<file path="src/rtl/arith_mult_64bgoldilocks_acc_pkg.sv">
// Shared constants and types for the Goldilocks accumulator: field prime, FSM states and the
// input-to-result latency helper.
package arith_mult_64bgoldilocks_acc_pkg;

  localparam logic [63:0] GOLDILOCKS_PRIME = 64'hFFFF_FFFF_0000_0001;

  typedef enum logic {IDLE, ACC} acc_state_e;

  // Cycles from the eop term being sampled to out_avail.
  function automatic int unsigned get_latency(input int unsigned in_pipe);
    return in_pipe + 1;
  endfunction

endpackage

</file>
<file path="src/rtl/arith_goldilocks_add_mod.sv">
// Combinational modular add a +p b over the Goldilocks prime; both operands must be canonical.
module arith_goldilocks_add_mod
  import arith_mult_64bgoldilocks_acc_pkg::*;
(
  input  logic [63:0] a_i,
  input  logic [63:0] b_i,
  output logic [63:0] sum_o
);

  logic [64:0] sum_full;

  always_comb begin
    sum_full = {1'b0, a_i} + {1'b0, b_i};
    // s - p always fits in 64 bits when s >= p, so the modulo-2^64 subtract is exact.
    if (sum_full >= {1'b0, GOLDILOCKS_PRIME}) begin
      sum_o = sum_full[63:0] - GOLDILOCKS_PRIME;
    end else begin
      sum_o = sum_full[63:0];
    end
  end

endmodule

</file>
<file path="src/rtl/arith_mult_64bgoldilocks_acc.sv">
// Framed mod-p accumulator for Goldilocks products; emits the sum and term count on eop.
// Optional sticky err port enabled by ARITH_MULT_64BGOLDILOCKS_ACC_ERR_CHECK_EN.
module arith_mult_64bgoldilocks_acc
  import arith_mult_64bgoldilocks_acc_pkg::*;
#(
  parameter int unsigned IN_PIPE = 1,
  parameter int unsigned CNT_W   = 16
) (
  input  logic             clk,
  input  logic             a_rst,
  input  logic             in_avail,
  input  logic [63:0]      in_data,
  input  logic             in_sop,
  input  logic             in_eop,
  output logic             out_avail,
  output logic [63:0]      out_data,
`ifdef ARITH_MULT_64BGOLDILOCKS_ACC_ERR_CHECK_EN
  output logic [CNT_W-1:0] out_cnt,
  output logic             err
`else
  output logic [CNT_W-1:0] out_cnt
`endif
);

  localparam logic [CNT_W-1:0] CntOne = CNT_W'(1);
  localparam logic [CNT_W-1:0] CntMax = '1;

  logic        avail_s;
  logic [63:0] data_s;
  logic        sop_s;
  logic        eop_s;

  if (IN_PIPE != 0) begin : g_in_pipe
    logic        avail_q;
    logic [63:0] data_q;
    logic        sop_q;
    logic        eop_q;

    always_ff @(posedge clk or posedge a_rst) begin
      if (a_rst) begin
        avail_q <= 1'b0;
        data_q  <= '0;
        sop_q   <= 1'b0;
        eop_q   <= 1'b0;
      end else begin
        avail_q <= in_avail;
        if (in_avail) begin
          data_q <= in_data;
          sop_q  <= in_sop;
          eop_q  <= in_eop;
        end
      end
    end

    assign avail_s = avail_q;
    assign data_s  = data_q;
    assign sop_s   = sop_q;
    assign eop_s   = eop_q;
  end else begin : g_no_pipe
    assign avail_s = in_avail;
    assign data_s  = in_data;
    assign sop_s   = in_sop;
    assign eop_s   = in_eop;
  end

  acc_state_e       state_q, state_d;
  logic [63:0]      acc_q, acc_d;
  logic [CNT_W-1:0] cnt_q, cnt_d;
  logic             out_avail_q, out_avail_d;
  logic [63:0]      out_data_q, out_data_d;
  logic [CNT_W-1:0] out_cnt_q, out_cnt_d;
  logic [63:0]      sum;
  logic [CNT_W-1:0] cnt_inc;

  arith_goldilocks_add_mod u_add_mod (
    .a_i   (acc_q),
    .b_i   (data_s),
    .sum_o (sum)
  );

  assign cnt_inc = (cnt_q == CntMax) ? cnt_q : cnt_q + CntOne;

  always_comb begin
    state_d     = state_q;
    acc_d       = acc_q;
    cnt_d       = cnt_q;
    out_avail_d = 1'b0;
    out_data_d  = out_data_q;
    out_cnt_d   = out_cnt_q;
    if (avail_s) begin
      // sop always (re)starts a frame, whether idle or mid-frame.
      if (sop_s) begin
        acc_d = data_s;
        cnt_d = CntOne;
        if (eop_s) begin
          out_avail_d = 1'b1;
          out_data_d  = data_s;
          out_cnt_d   = CntOne;
          state_d     = IDLE;
        end else begin
          state_d = ACC;
        end
      end else if (state_q == ACC) begin
        acc_d = sum;
        cnt_d = cnt_inc;
        if (eop_s) begin
          out_avail_d = 1'b1;
          out_data_d  = sum;
          out_cnt_d   = cnt_inc;
          state_d     = IDLE;
        end
      end
    end
  end

`ifdef ARITH_MULT_64BGOLDILOCKS_ACC_ERR_CHECK_EN
  logic err_q, err_d;

  always_comb begin
    err_d = err_q;
    if (avail_s) begin
      if ((state_q == IDLE && !sop_s) || (state_q == ACC && sop_s) ||
          (data_s >= GOLDILOCKS_PRIME) || (state_q == ACC && !sop_s && cnt_q == CntMax)) begin
        err_d = 1'b1;
      end
    end
  end

  assign err = err_q;
`endif

  always_ff @(posedge clk or posedge a_rst) begin
    if (a_rst) begin
      state_q     <= IDLE;
      acc_q       <= '0;
      cnt_q       <= '0;
      out_avail_q <= 1'b0;
      out_data_q  <= '0;
      out_cnt_q   <= '0;
`ifdef ARITH_MULT_64BGOLDILOCKS_ACC_ERR_CHECK_EN
      err_q       <= 1'b0;
`endif
    end else begin
      state_q     <= state_d;
      acc_q       <= acc_d;
      cnt_q       <= cnt_d;
      out_avail_q <= out_avail_d;
      out_data_q  <= out_data_d;
      out_cnt_q   <= out_cnt_d;
`ifdef ARITH_MULT_64BGOLDILOCKS_ACC_ERR_CHECK_EN
      err_q       <= err_d;
`endif
    end
  end

  assign out_avail = out_avail_q;
  assign out_data  = out_data_q;
  assign out_cnt   = out_cnt_q;

endmodule

</file>
<file path="config.mk">
export PLATFORM = sky130hd
export DESIGN_NAME = arith_mult_64bgoldilocks_acc
export DESIGN_NICKNAME = d
export VERILOG_FILES = /design/src/rtl/arith_mult_64bgoldilocks_acc_pkg.sv /design/src/rtl/arith_goldilocks_add_mod.sv /design/src/rtl/arith_mult_64bgoldilocks_acc.sv
export SDC_FILE = /design/constraint.sdc
export NUM_CORES = 1
export LEC_CHECK = 0
export ABC_AREA = 0
export CORE_AREA = 2 2 172 174
export CTS_CLUSTER_SIZE = 12
export DETAILED_ROUTE_END_ITERATION = 16
export DIE_AREA = 0 0 174 176
export GPL_ROUTABILITY_DRIVEN = 1
export MAX_ROUTING_LAYER = met4
export PLACE_DENSITY = 0.89
export SKIP_LAST_GASP = 1
export SLEW_MARGIN = 5
export SYNTH_ARGS = -nofsm -noshare
export SYNTH_HDL_FRONTEND = slang
export SYNTH_SLANG_ARGS = --single-unit
</file>
<file path="constraint.sdc">
create_clock -name clk -period 20.4 [get_ports clk]
set_clock_uncertainty 0.15 [all_clocks]
set_input_delay 4.08 -clock clk [delete_from_list [all_inputs] [get_ports clk]]
set_output_delay 4.08 -clock clk [all_outputs]
set_load 0.01 [all_outputs]
</file>
==> results of run 1 <==
==> sequential cells by signal (all words and copies together) (netlist names) <==
register         flops
acc_q               64
avail_s              1
cnt_q               16
data_s              64
eop_s                1
g_in_pipe.sop_q      1
out_avail            1
out_cnt             16
out_data            64
state_q              1
==> area by class of cell <==
class,instances,area (um2)
diodes,1,2.50
clock buffers,37,761
clock inverters,5,42.5
fillers,2392,9730
inverters,15,63.8
multi-input cells,1582,10100
flip-flops and latches,229,5730
well taps,384,480
repair buffers,162,1580
==> placed cells by master, fill, tap and decap left out, drive strengths merged, types with 27 or more instances in the layout <==
cell type      instances
nand3                 38
nand2                301
clkbuf                37
mux2                  64
dfrtp                229
nor2                 154
xnor2                 31
ha                    67
and3                  27
nor3                  76
o21ai                122
nor4                  30
a21oi                141
o221ai                28
nand4                 52
clkdlybuf4s50        148
a21o                  34
o31ai                 97
==> power breakdown <==
part	total [mW]	internal, mW	switching [mW]
sequential	0.699	0.598	0.100
clock	0.448	0.257	0.191
combinational	1.93	0.706	1.23
==> worst max path at each step <==
stage / cells after the start / from / endpoint / slack (ps)
2_1_floorplan: 1 / a_rst / acc_q[0] / 9890
3_3_place_gp: 15 / data_s[25] / out_data[56] / 14020
3_5_place_dp: 15 / data_s[25] / acc_q[56] / 13930
4_1_cts: 15 / data_s[25] / out_data[4] / 13910
5_1_grt: 15 / data_s[25] / acc_q[56] / 13440
6_report: 15 / data_s[25] / out_data[4] / 13660
==> cells in the mapped netlist, types with 31 or more instances <==
cell type	number	area [um2]
sky130_fd_sc_hd__nand2_1	298	1120
sky130_fd_sc_hd__a21o_1	34	255
sky130_fd_sc_hd__nand4_1	52	325
sky130_fd_sc_hd__o21ai_0	102	510
sky130_fd_sc_hd__dfrtp_1	229	5730
sky130_fd_sc_hd__a21oi_1	134	671
sky130_fd_sc_hd__mux2_2	64	721
sky130_fd_sc_hd__clkbuf_1	72	270
sky130_fd_sc_hd__xnor2_1	31	272
sky130_fd_sc_hd__nand3_1	37	185
sky130_fd_sc_hd__o31ai_1	95	713
sky130_fd_sc_hd__ha_1	67	838
sky130_fd_sc_hd__nor3_1	71	355
sky130_fd_sc_hd__nor2_1	153	574
==> cell families after synthesis <==
family / count (synthesis) / synth area share
AO/OA/AOI/OAI: 585 / 0.242
XOR/XNOR: 55 / 0.0293
flip-flops: 229 / 0.348
AND/OR/NAND/NOR: 796 / 0.239
adder cells (fa/ha/maj): 68 / 0.0522
multiplexers: 78 / 0.0523
buffers and inverters: 134 / 0.0371
==> metrics by stage <==
stage,power (mW),utilization,hold slack [ps],cell area [um2],cells
5_1_grt,3.28,0.659,355,18800,2415
2_1_floorplan,2.02,-,290,16500,1945
6_report,3.08,0.659,318,18800,2415
3_5_place_dp,2.57,0.631,311,18000,2372
4_1_cts,3.04,0.659,324,18800,2414
3_3_place_gp,2.53,0.631,304,18000,2372
==> layer usage <==
metal | routed length (um) | vias to the layer above | track usage
met1 | 22800 | 7942 | 0.474
met5 | 0 | - | -
met4 | 2160 | 0 | 0.128
met2 | 25600 | 833 | 0.593
met3 | 4780 | 154 | 0.0573
li1 | - | 7439 | -
==> worst max-delay path, stage by stage, from the launching register on <==
cell and delay [ps]:
sky130_fd_sc_hd__dfrtp_1 400, sky130_fd_sc_hd__ha_1 430, sky130_fd_sc_hd__a21oi_1 280, sky130_fd_sc_hd__o21ai_0 270, sky130_fd_sc_hd__a21oi_1 390, sky130_fd_sc_hd__o21ai_0 300
sky130_fd_sc_hd__a2111oi_1 850, sky130_fd_sc_hd__nor3b_1 140, sky130_fd_sc_hd__a211oi_1 350, sky130_fd_sc_hd__nand4_1 220, sky130_fd_sc_hd__or4b_4 610, sky130_fd_sc_hd__o31ai_4 1040
sky130_fd_sc_hd__buf_4 490, sky130_fd_sc_hd__and4_1 250, sky130_fd_sc_hd__nor3_1 80, sky130_fd_sc_hd__o31ai_1 340
==> parameters.txt, run 1 <==
Parameter                              Value

Run status
  Run status    finished, final reports clean

Power and ir drop
  Maximum VDD drop    0.0000934 V
  Leakage    7.55 nW
  Power density cells    164 nW/um2

Floorplanning
  Vert. Die Dim    176 um
  Core Footprint    28500 um2
  Die width    174 um
  Die Outline Area    30600 um2
  Number of primary I/O pins    150
  Starting Density    0.576
  Placement row count    62

Clock network
  TritonCTS Buffers    25
  Htree depth    1
  Max Buffers Root-to-Sink    3
  Count of hold-fix buffers inserted at cts    0
  Number of clock sinks    229
  Worst skew pair latency    550 ps
  Root buf cell    sky130_fd_sc_hd__clkbuf_16
  CTS tree    done
  Post-cts sizing count    0
  Post-CTS Setup Repair Bufs    0
  Clock-pin slew on the worst setup and hold paths    60 ps

STA
  Max Slew Vio Count    0
  Minimum period implied by the final worst setup slack    6740 ps
  Share of the clock period used by the worst path    0.330
  Unrepaired setup endpoints after global routing    false
  Maximum clock frequency    148 MHz
  Setup Viol. Count Final    0
  Pin slew with the least headroom to its limit    1220 ps
  Worst relative slew slack    0.186
  Post-layout worst setup margin    13660 ps
  Sum Neg Setup Slack    0 ps
  Number of endpoints with negative hold slack in the final report    0

Min path
  Endpoint of the worst hold-timing path    out_cnt[15]
  Hold path startpoint    out_cnt[15]
  Min-Delay Path Depth    2
  Tightest Hold Check Type    reg2reg

Synthesis
  Count of yosys warnings during synthesis    0
  Mean instance size in the synthesized netlist    8.46 um2
  Share of flip-flops with an asynchronous set or reset    1.00
  Count of flip-flops with a built-in enable after synthesis    0
  Number of distinct library cells after synthesis    98
  Gate count of the mapped netlist    1945
  Post-Syn Area    16500 um2
  Predominant post-synthesis flop cell    sky130_fd_sc_hd__dfrtp_1
  Portion of the post-synthesis area used by sequential elements    0.348
  Nets in the synthesized netlist    2082
  Register bit count reported by yosys    229

Worst setup path
  Worst reg2reg path endpoint    out_data[4]
  Arrival time of data at the critical path endpoint    7020 ps
  Critical path startpoint category    flip-flop
  Category of the most critical setup path    reg2reg
  Launch instance of the worst register-to-register path    data_s[25]
  Largest fanout on the critical path    30
  Setup slack on the worst flop-to-flop path    13660 ps
  Length in cells of the worst reg-to-reg path    15
  Required time reported for the critical path endpoint    20680 ps
  Endpoint type of the worst setup path    flip-flop

Global routing
  Number of antenna violations at the first check in global routing    1
  Vias in the first global route    15900
  Maximum number of pins on one net before global-route repair    100
  Wire length of the first global-routing pass    87.4 mm
  Overall overflow remaining after global route    0
  Global router's overall resource usage    0.367

Routing
  Average via count per standard cell    6.78
  Iteration-0 DRC Markers    1939
  Post-Route WL    55.3 mm
  Vias    16400
  Drc violations    0
  Antenna viol nets, final    0
  Wirelength per Cell    22.9 um
  Number of detailed-route iterations in the first pass    6

Run
  Count of max-cap constraint violations    0

Finish
  Nets    2152
  Layout-stage area growth over the synthesis result    14.3%
  Ratio of cells with drive above 1 in the final layout    0.0931

Placement
  Port bufs    149
  Worst setup slack after placement    13930 ps
  Final weighted congestion of routability-driven global placement    1.08
  Detailed placement HPWL    40.6 mm
No activity file was read; power rests on OpenSTA's default activity.
==> run 2: changes to the inputs <==
CORE_AREA = 2 2 180 182   (was 2 2 172 174)
DIE_AREA = 0 0 182 184   (was 0 0 174 176)
PLACE_DENSITY = 0.86   (was 0.89)
clock period = 5.9 ns   (was 20.4 ns; I/O delays follow)
==> parameters.txt, run 2 (synthesis results as in run 1) <==
Parameter                              Value

Floorplanning
  Die width    182 um (+4.6%)
  Vert. Die Dim    184 um (+4.5%)
  Die Outline Area    33500 um2 (+9.4%)
  Starting Density    0.524 (-0.0522)
  Placement row count    65 (+4.8%)
  Number of primary I/O pins    150 (unchanged)
  Core Footprint    31400 um2 (+10%)

Placement
  Final weighted congestion of routability-driven global placement    1.03 (-4.6%)
  Port bufs    149 (unchanged)
  Detailed placement HPWL    47.4 mm (+17%)

STA
  Sum Neg Setup Slack    0 ps (unchanged)
  Worst relative slew slack    0.337 (+0.151)
  Unrepaired setup endpoints after global routing    false
  Number of endpoints with negative hold slack in the final report    0 (unchanged)
  Maximum clock frequency    177 MHz (+19%)
  Share of the clock period used by the worst path    0.959 (+0.628)
  Max Slew Vio Count    0 (unchanged)
  Minimum period implied by the final worst setup slack    5660 ps (-1080 ps)
  Pin slew with the least headroom to its limit    988 ps (-233 ps)
  Setup Viol. Count Final    0 (unchanged)

Run
  Count of max-cap constraint violations    0 (unchanged)

Finish
  Most common cell after layout, fill and taps aside    sky130_fd_sc_hd__nand2_1
  Nets    2237 (+3.9%)
  Leading cell types in the layout, fill and taps excluded    sky130_fd_sc_hd__nand2_1, sky130_fd_sc_hd__dfrtp_1, sky130_fd_sc_hd__nor2_1
  Layout-stage area growth over the synthesis result    18.8%
  Ratio of cells with drive above 1 in the final layout    0.129 (+0.0354)
  Antenna Cells    0 (-1)

Clock network
  Post-CTS Setup Repair Bufs    0 (unchanged)
  Clock-pin slew on the worst setup and hold paths    60 ps (about the same)
  Max Buffers Root-to-Sink    3 (unchanged)
  TritonCTS Buffers    26 (+4.0%)
  Htree depth    1 (unchanged)
  Post-cts sizing count    0 (unchanged)
  Worst skew pair latency    560 ps (about the same)
  CTS tree    done
  Root buf cell    sky130_fd_sc_hd__clkbuf_16
  Count of hold-fix buffers inserted at cts    0 (unchanged)
  Number of clock sinks    229 (unchanged)

Global routing
  Maximum number of pins on one net before global-route repair    122 (+22%)
  Overall overflow remaining after global route    0 (unchanged)
  Global router's overall resource usage    0.373 (+0.00561)
  Wire length of the first global-routing pass    94.1 mm (+7.7%)
  Number of antenna violations at the first check in global routing    0 (-1)
  Vias in the first global route    16000 (+0.77%)

Min path
  Min-Delay Path Depth    2 (unchanged)
  Endpoint of the worst hold-timing path    out_data[50]
  Tightest Hold Check Type    reg2reg
  Hold path startpoint    out_data[50]

Worst setup path
  Setup slack on the worst flop-to-flop path    240 ps (-13420 ps)
  Largest fanout on the critical path    22 (-27%)
  Arrival time of data at the critical path endpoint    5920 ps (-1100 ps)
  Critical path startpoint category    flip-flop
  Endpoint type of the worst setup path    flip-flop
  Required time reported for the critical path endpoint    6170 ps (-14510 ps)
  Worst reg2reg path endpoint    out_data[12]
  Launch instance of the worst register-to-register path    data_s[32]
  Length in cells of the worst reg-to-reg path    16 (+1)
  Category of the most critical setup path    reg2reg

Routing
  Wirelength per Cell    24.3 um (+6.2%)
  Post-Route WL    61.3 mm (+11%)
  Vias    16600 (+1.4%)
  Number of detailed-route iterations in the first pass    5 (-1)
  Drc violations    0 (unchanged)
  Antenna viol nets, final    0 (unchanged)
  Average via count per standard cell    6.59 (-2.8%)
  Iteration-0 DRC Markers    1546 (-20%)

Run status
  Run status    finished, final reports clean

Power and ir drop
  Post-route total power    11.3 mW (+270%)
  Leakage    7.98 nW (+5.6%)
  Power density cells    579 nW/um2 (+250%)
  Maximum VDD drop    0.000376 V (+300%)
run 2: worst max path at each step:
stage	from	end	slack, ps	cells after the start
after floorplan	data_s[0]	acc_q[20]	1360	18
after global placement	data_s[22]	out_data[48]	320	16
after detailed placement	data_s[22]	out_data[63]	220	15
after CTS	data_s[22]	out_data[12]	220	15
after global routing	data_s[0]	out_data[63]	8	18
final	data_s[32]	out_data[12]	240	16
run 2: through the flow:
stage	utilization	std cells	cell area, um2	setup WS (ps)	hold slack [ps]
2_1_floorplan	-	1945	16500	1360	290
3_3_place_gp	0.597	2474	18700	318	304
3_5_place_dp	0.597	2474	18700	218	318
4_1_cts	0.622	2518	19500	215	331
5_1_grt	0.623	2518	19600	8.17	351
6_report	0.623	2518	19600	243	327
run 2: routing by layer:
metal,wire (um),up-vias,GRT usage
li1,-,7595,-
met1,25600,8151,0.475
met2,29600,715,0.632
met3,4090,128,0.0432
met4,1900,0,0.101
met5,0,-,-
run 2: cell type report:
cell class / count / area, um2
Clock buffer: 39 / 749
Clock inverter: 5 / 45.0
Inverter: 15 / 60.1
Tap cell: 402 / 503
Fill cell: 2683 / 11800
Multi-Input combinational cell: 1582 / 10200
Timing Repair Buffer: 246 / 2300
Sequential cell: 229 / 5730
run 2: where the power goes:
| group | switching (mW) | internal (mW) | leakage (nW) | total, mW |
|---|---|---|---|---|
| clock network | 0.677 | 0.873 | 0.381 | 1.55 |
| registers | 0.361 | 2.07 | 2.81 | 2.43 |
| logic | 4.52 | 2.82 | 4.79 | 7.33 |
| total | 5.56 | 5.76 | 7.98 | 11.3 |
run 2: critical path, cell delays in order (launching register included):
cell and delay [ps]:
sky130_fd_sc_hd__dfrtp_1 410, sky130_fd_sc_hd__ha_1 530, sky130_fd_sc_hd__nand2_1 150, sky130_fd_sc_hd__o21ai_0 700, sky130_fd_sc_hd__or2_2 250, sky130_fd_sc_hd__o32ai_1 80, sky130_fd_sc_hd__buf_4 190, sky130_fd_sc_hd__a211oi_1 430
sky130_fd_sc_hd__nor3_1 160, sky130_fd_sc_hd__nor3_1 200, sky130_fd_sc_hd__nand4_1 200, sky130_fd_sc_hd__or4b_4 580, sky130_fd_sc_hd__o31a_4 440, sky130_fd_sc_hd__buf_12 190, sky130_fd_sc_hd__or4_1 500, sky130_fd_sc_hd__a21oi_1 250
sky130_fd_sc_hd__o31ai_1 110
==> run 3: changes to the inputs <==
CORE_AREA = 4 4 174 176   (was 2 2 180 182)
DIE_AREA = 0 0 178 180   (was 0 0 182 184)
PLACE_DENSITY = 0.89   (was 0.86)
clock period = 6.85 ns   (was 5.9 ns; I/O delays follow)
==> parameters.txt, run 3 (synthesis results as in run 1) <==
Parameter                              Value

Routing
  Post-Route WL    59.3 mm (-3.3%)
  Drc violations    0 (unchanged)
  Wirelength per Cell    24.4 um (+0.12%)
  Antenna viol nets, final    0 (unchanged)
  Number of detailed-route iterations in the first pass    7 (+2)
  Highest Signal Layer    met4
  Met3 routed wirelength    4.64 mm (+14%)
  Detailed route wirelength on metal2    28.0 mm (-5.6%)
  Average via count per standard cell    6.84 (+3.8%)
  Wire length on met1    24.5 mm (-4.4%)
  Iteration-0 DRC Markers    1970 (+27%)
  Vias    16600 (+0.27%)

STA
  Maximum clock frequency    164 MHz (-7.4%)
  Worst relative slew slack    0.273 (-0.0635)
  Sum Neg Setup Slack    0 ps (unchanged)
  Unrepaired setup endpoints after global routing    false
  Pin slew with the least headroom to its limit    1090 ps (+102 ps)
  Post-layout worst setup margin    744 ps (+501 ps)
  Share of the clock period used by the worst path    0.891 (-0.0674)
  Minimum period implied by the final worst setup slack    6110 ps (+449 ps)
  Number of endpoints with negative hold slack in the final report    0 (unchanged)
  Setup Viol. Count Final    0 (unchanged)
  Max Slew Vio Count    0 (unchanged)

Worst setup path
  Endpoint type of the worst setup path    flip-flop
  CP Cell Sequence    ha_1, a21oi_1, o21a_1, o221ai_1, and2_1, o21a_1, o21ai_0, a211oi_2, nand4_1, or4b_4, o31a_4, buf_4, or4_1, a21oi_1, o31ai_1
  Largest fanout on the critical path    33 (+50%)
  Critical path startpoint category    flip-flop
  Category of the most critical setup path    reg2reg
  Stage delay of the slowest cell on the critical path    610 ps (-90 ps)
  Critical-path top delay cell    sky130_fd_sc_hd__o221ai_1
  Required time reported for the critical path endpoint    7100 ps (+930 ps)
  Arrival time of data at the critical path endpoint    6350 ps (+430 ps)

Min path
  Tightest Hold Check Type    reg2reg

Clock network
  Root buf cell    sky130_fd_sc_hd__clkbuf_16
  TritonCTS Buffers    26 (unchanged)
  Count of hold-fix buffers inserted at cts    0 (unchanged)
  Number of clock sinks    229 (unchanged)
  Max Buffers Root-to-Sink    3 (unchanged)
  Post-cts sizing count    0 (unchanged)
  Clock-pin slew on the worst setup and hold paths    60 ps (about the same)
  Htree depth    1 (unchanged)
  Post-CTS Setup Repair Bufs    0 (unchanged)
  CTS tree    done
  Worst skew pair latency    550 ps (about the same)

Placement
  Final weighted congestion of routability-driven global placement    1.05 (+2.3%)
  Port bufs    149 (unchanged)
  Detailed placement HPWL    44.1 mm (-6.8%)
  Worst setup slack after placement    951 ps (+733 ps)

Global routing
  Overall overflow remaining after global route    0 (unchanged)
  Vias in the first global route    16200 (+1.0%)
  Global router's overall resource usage    0.368 (-0.00527)
  Number of antenna violations at the first check in global routing    0 (unchanged)
  Maximum number of pins on one net before global-route repair    132 (+8.2%)
  Wire length of the first global-routing pass    91.3 mm (-3.0%)

Power and ir drop
  Leakage    7.64 nW (-4.2%)
  Power density cells    498 nW/um2 (-14%)
  Maximum VDD drop    0.000286 V (-24%)

Finish
  Layout-stage area growth over the synthesis result    15.4%
  Most common cell after layout, fill and taps aside    sky130_fd_sc_hd__nand2_1
  Fill cells    2292 (-15%)
  Antenna Cells    0 (unchanged)
  Leading cell types in the layout, fill and taps excluded    sky130_fd_sc_hd__nand2_1, sky130_fd_sc_hd__dfrtp_1, sky130_fd_sc_hd__nor2_1
  Ratio of cells with drive above 1 in the final layout    0.0986 (-0.0299)
  Nets    2166 (-3.2%)

Floorplanning
  Vert. Die Dim    180 um (-2.2%)
  Number of primary I/O pins    150 (unchanged)
  Die width    178 um (-2.2%)
  Core Footprint    28600 um2 (-8.8%)
  Die Outline Area    32000 um2 (-4.3%)
  Starting Density    0.575 (+0.0507)
  Placement row count    62 (-4.6%)

Run
  Count of max-cap constraint violations    0 (unchanged)

Run status
  Run status    finished, final reports clean
-- run 3: area by class of cell --
type                    count  area (um2)  share of cell area
inverters                  15        60.1             0.00316
clock inverters             9         138             0.00725
well taps                 384         480              0.0253
clock buffers              38         736              0.0387
flip-flops and latches    229        5730               0.302
multi-input cells        1582       10100               0.534
repair buffers            175        1690              0.0892
-- run 3: final timing paths --
kind                        startpoint     endpoint  slack (ps)  cells after the start
min reg2reg                out_data[6]  out_data[6]         320                      2
min in group asynchronous        a_rst     cnt_q[9]        1100                      2
max in group asynchronous        a_rst    acc_q[36]        4120                      3
max                         data_s[14]    acc_q[12]         740                     15
max reg2reg                 data_s[14]    acc_q[12]         740                     15
min                        out_data[6]  out_data[6]         320                      2
-- run 3: metrics by stage --
step                      hold slack [ps]   util  area (um2)  power, mW  std cells
after floorplan                       290      -       16500       6.01       1945
after global placement                304  0.633       18100       7.70       2385
final                                 325  0.663       19000       9.45       2432
after detailed placement              306  0.633       18100       7.80       2385
after CTS                             329  0.663       19000       9.29       2432
after global routing                  344  0.663       19000       9.99       2432
-- run 3: power by group --
part	leakage, nW	total, mW	internal, mW	switching, mW
combinational	4.41	5.90	2.14	3.76
clock	0.424	1.45	0.857	0.592
sequential	2.81	2.10	1.78	0.315
total	7.64	9.45	4.78	4.67
-- run 3: metal layers --
metal | GRT usage | vias to the layer above
met3 | 0.0492 | 162
met5 | - | -
met1 | 0.481 | 8118
met4 | 0.116 | 0
met2 | 0.594 | 877
li1 | - | 7477
-- run 3: critical path: cells and delay by family, from the launching register on --
| kind | cells | cell delay [ps] |
|---|---|---|
| flip-flops | 1 | 400 |
| adder cells (fa/ha/maj) | 1 | 490 |
| buffers and inverters | 1 | 280 |
| AO/OA/AOI/OAI | 9 | 2980 |
| AND/OR/NAND/NOR | 4 | 1650 |
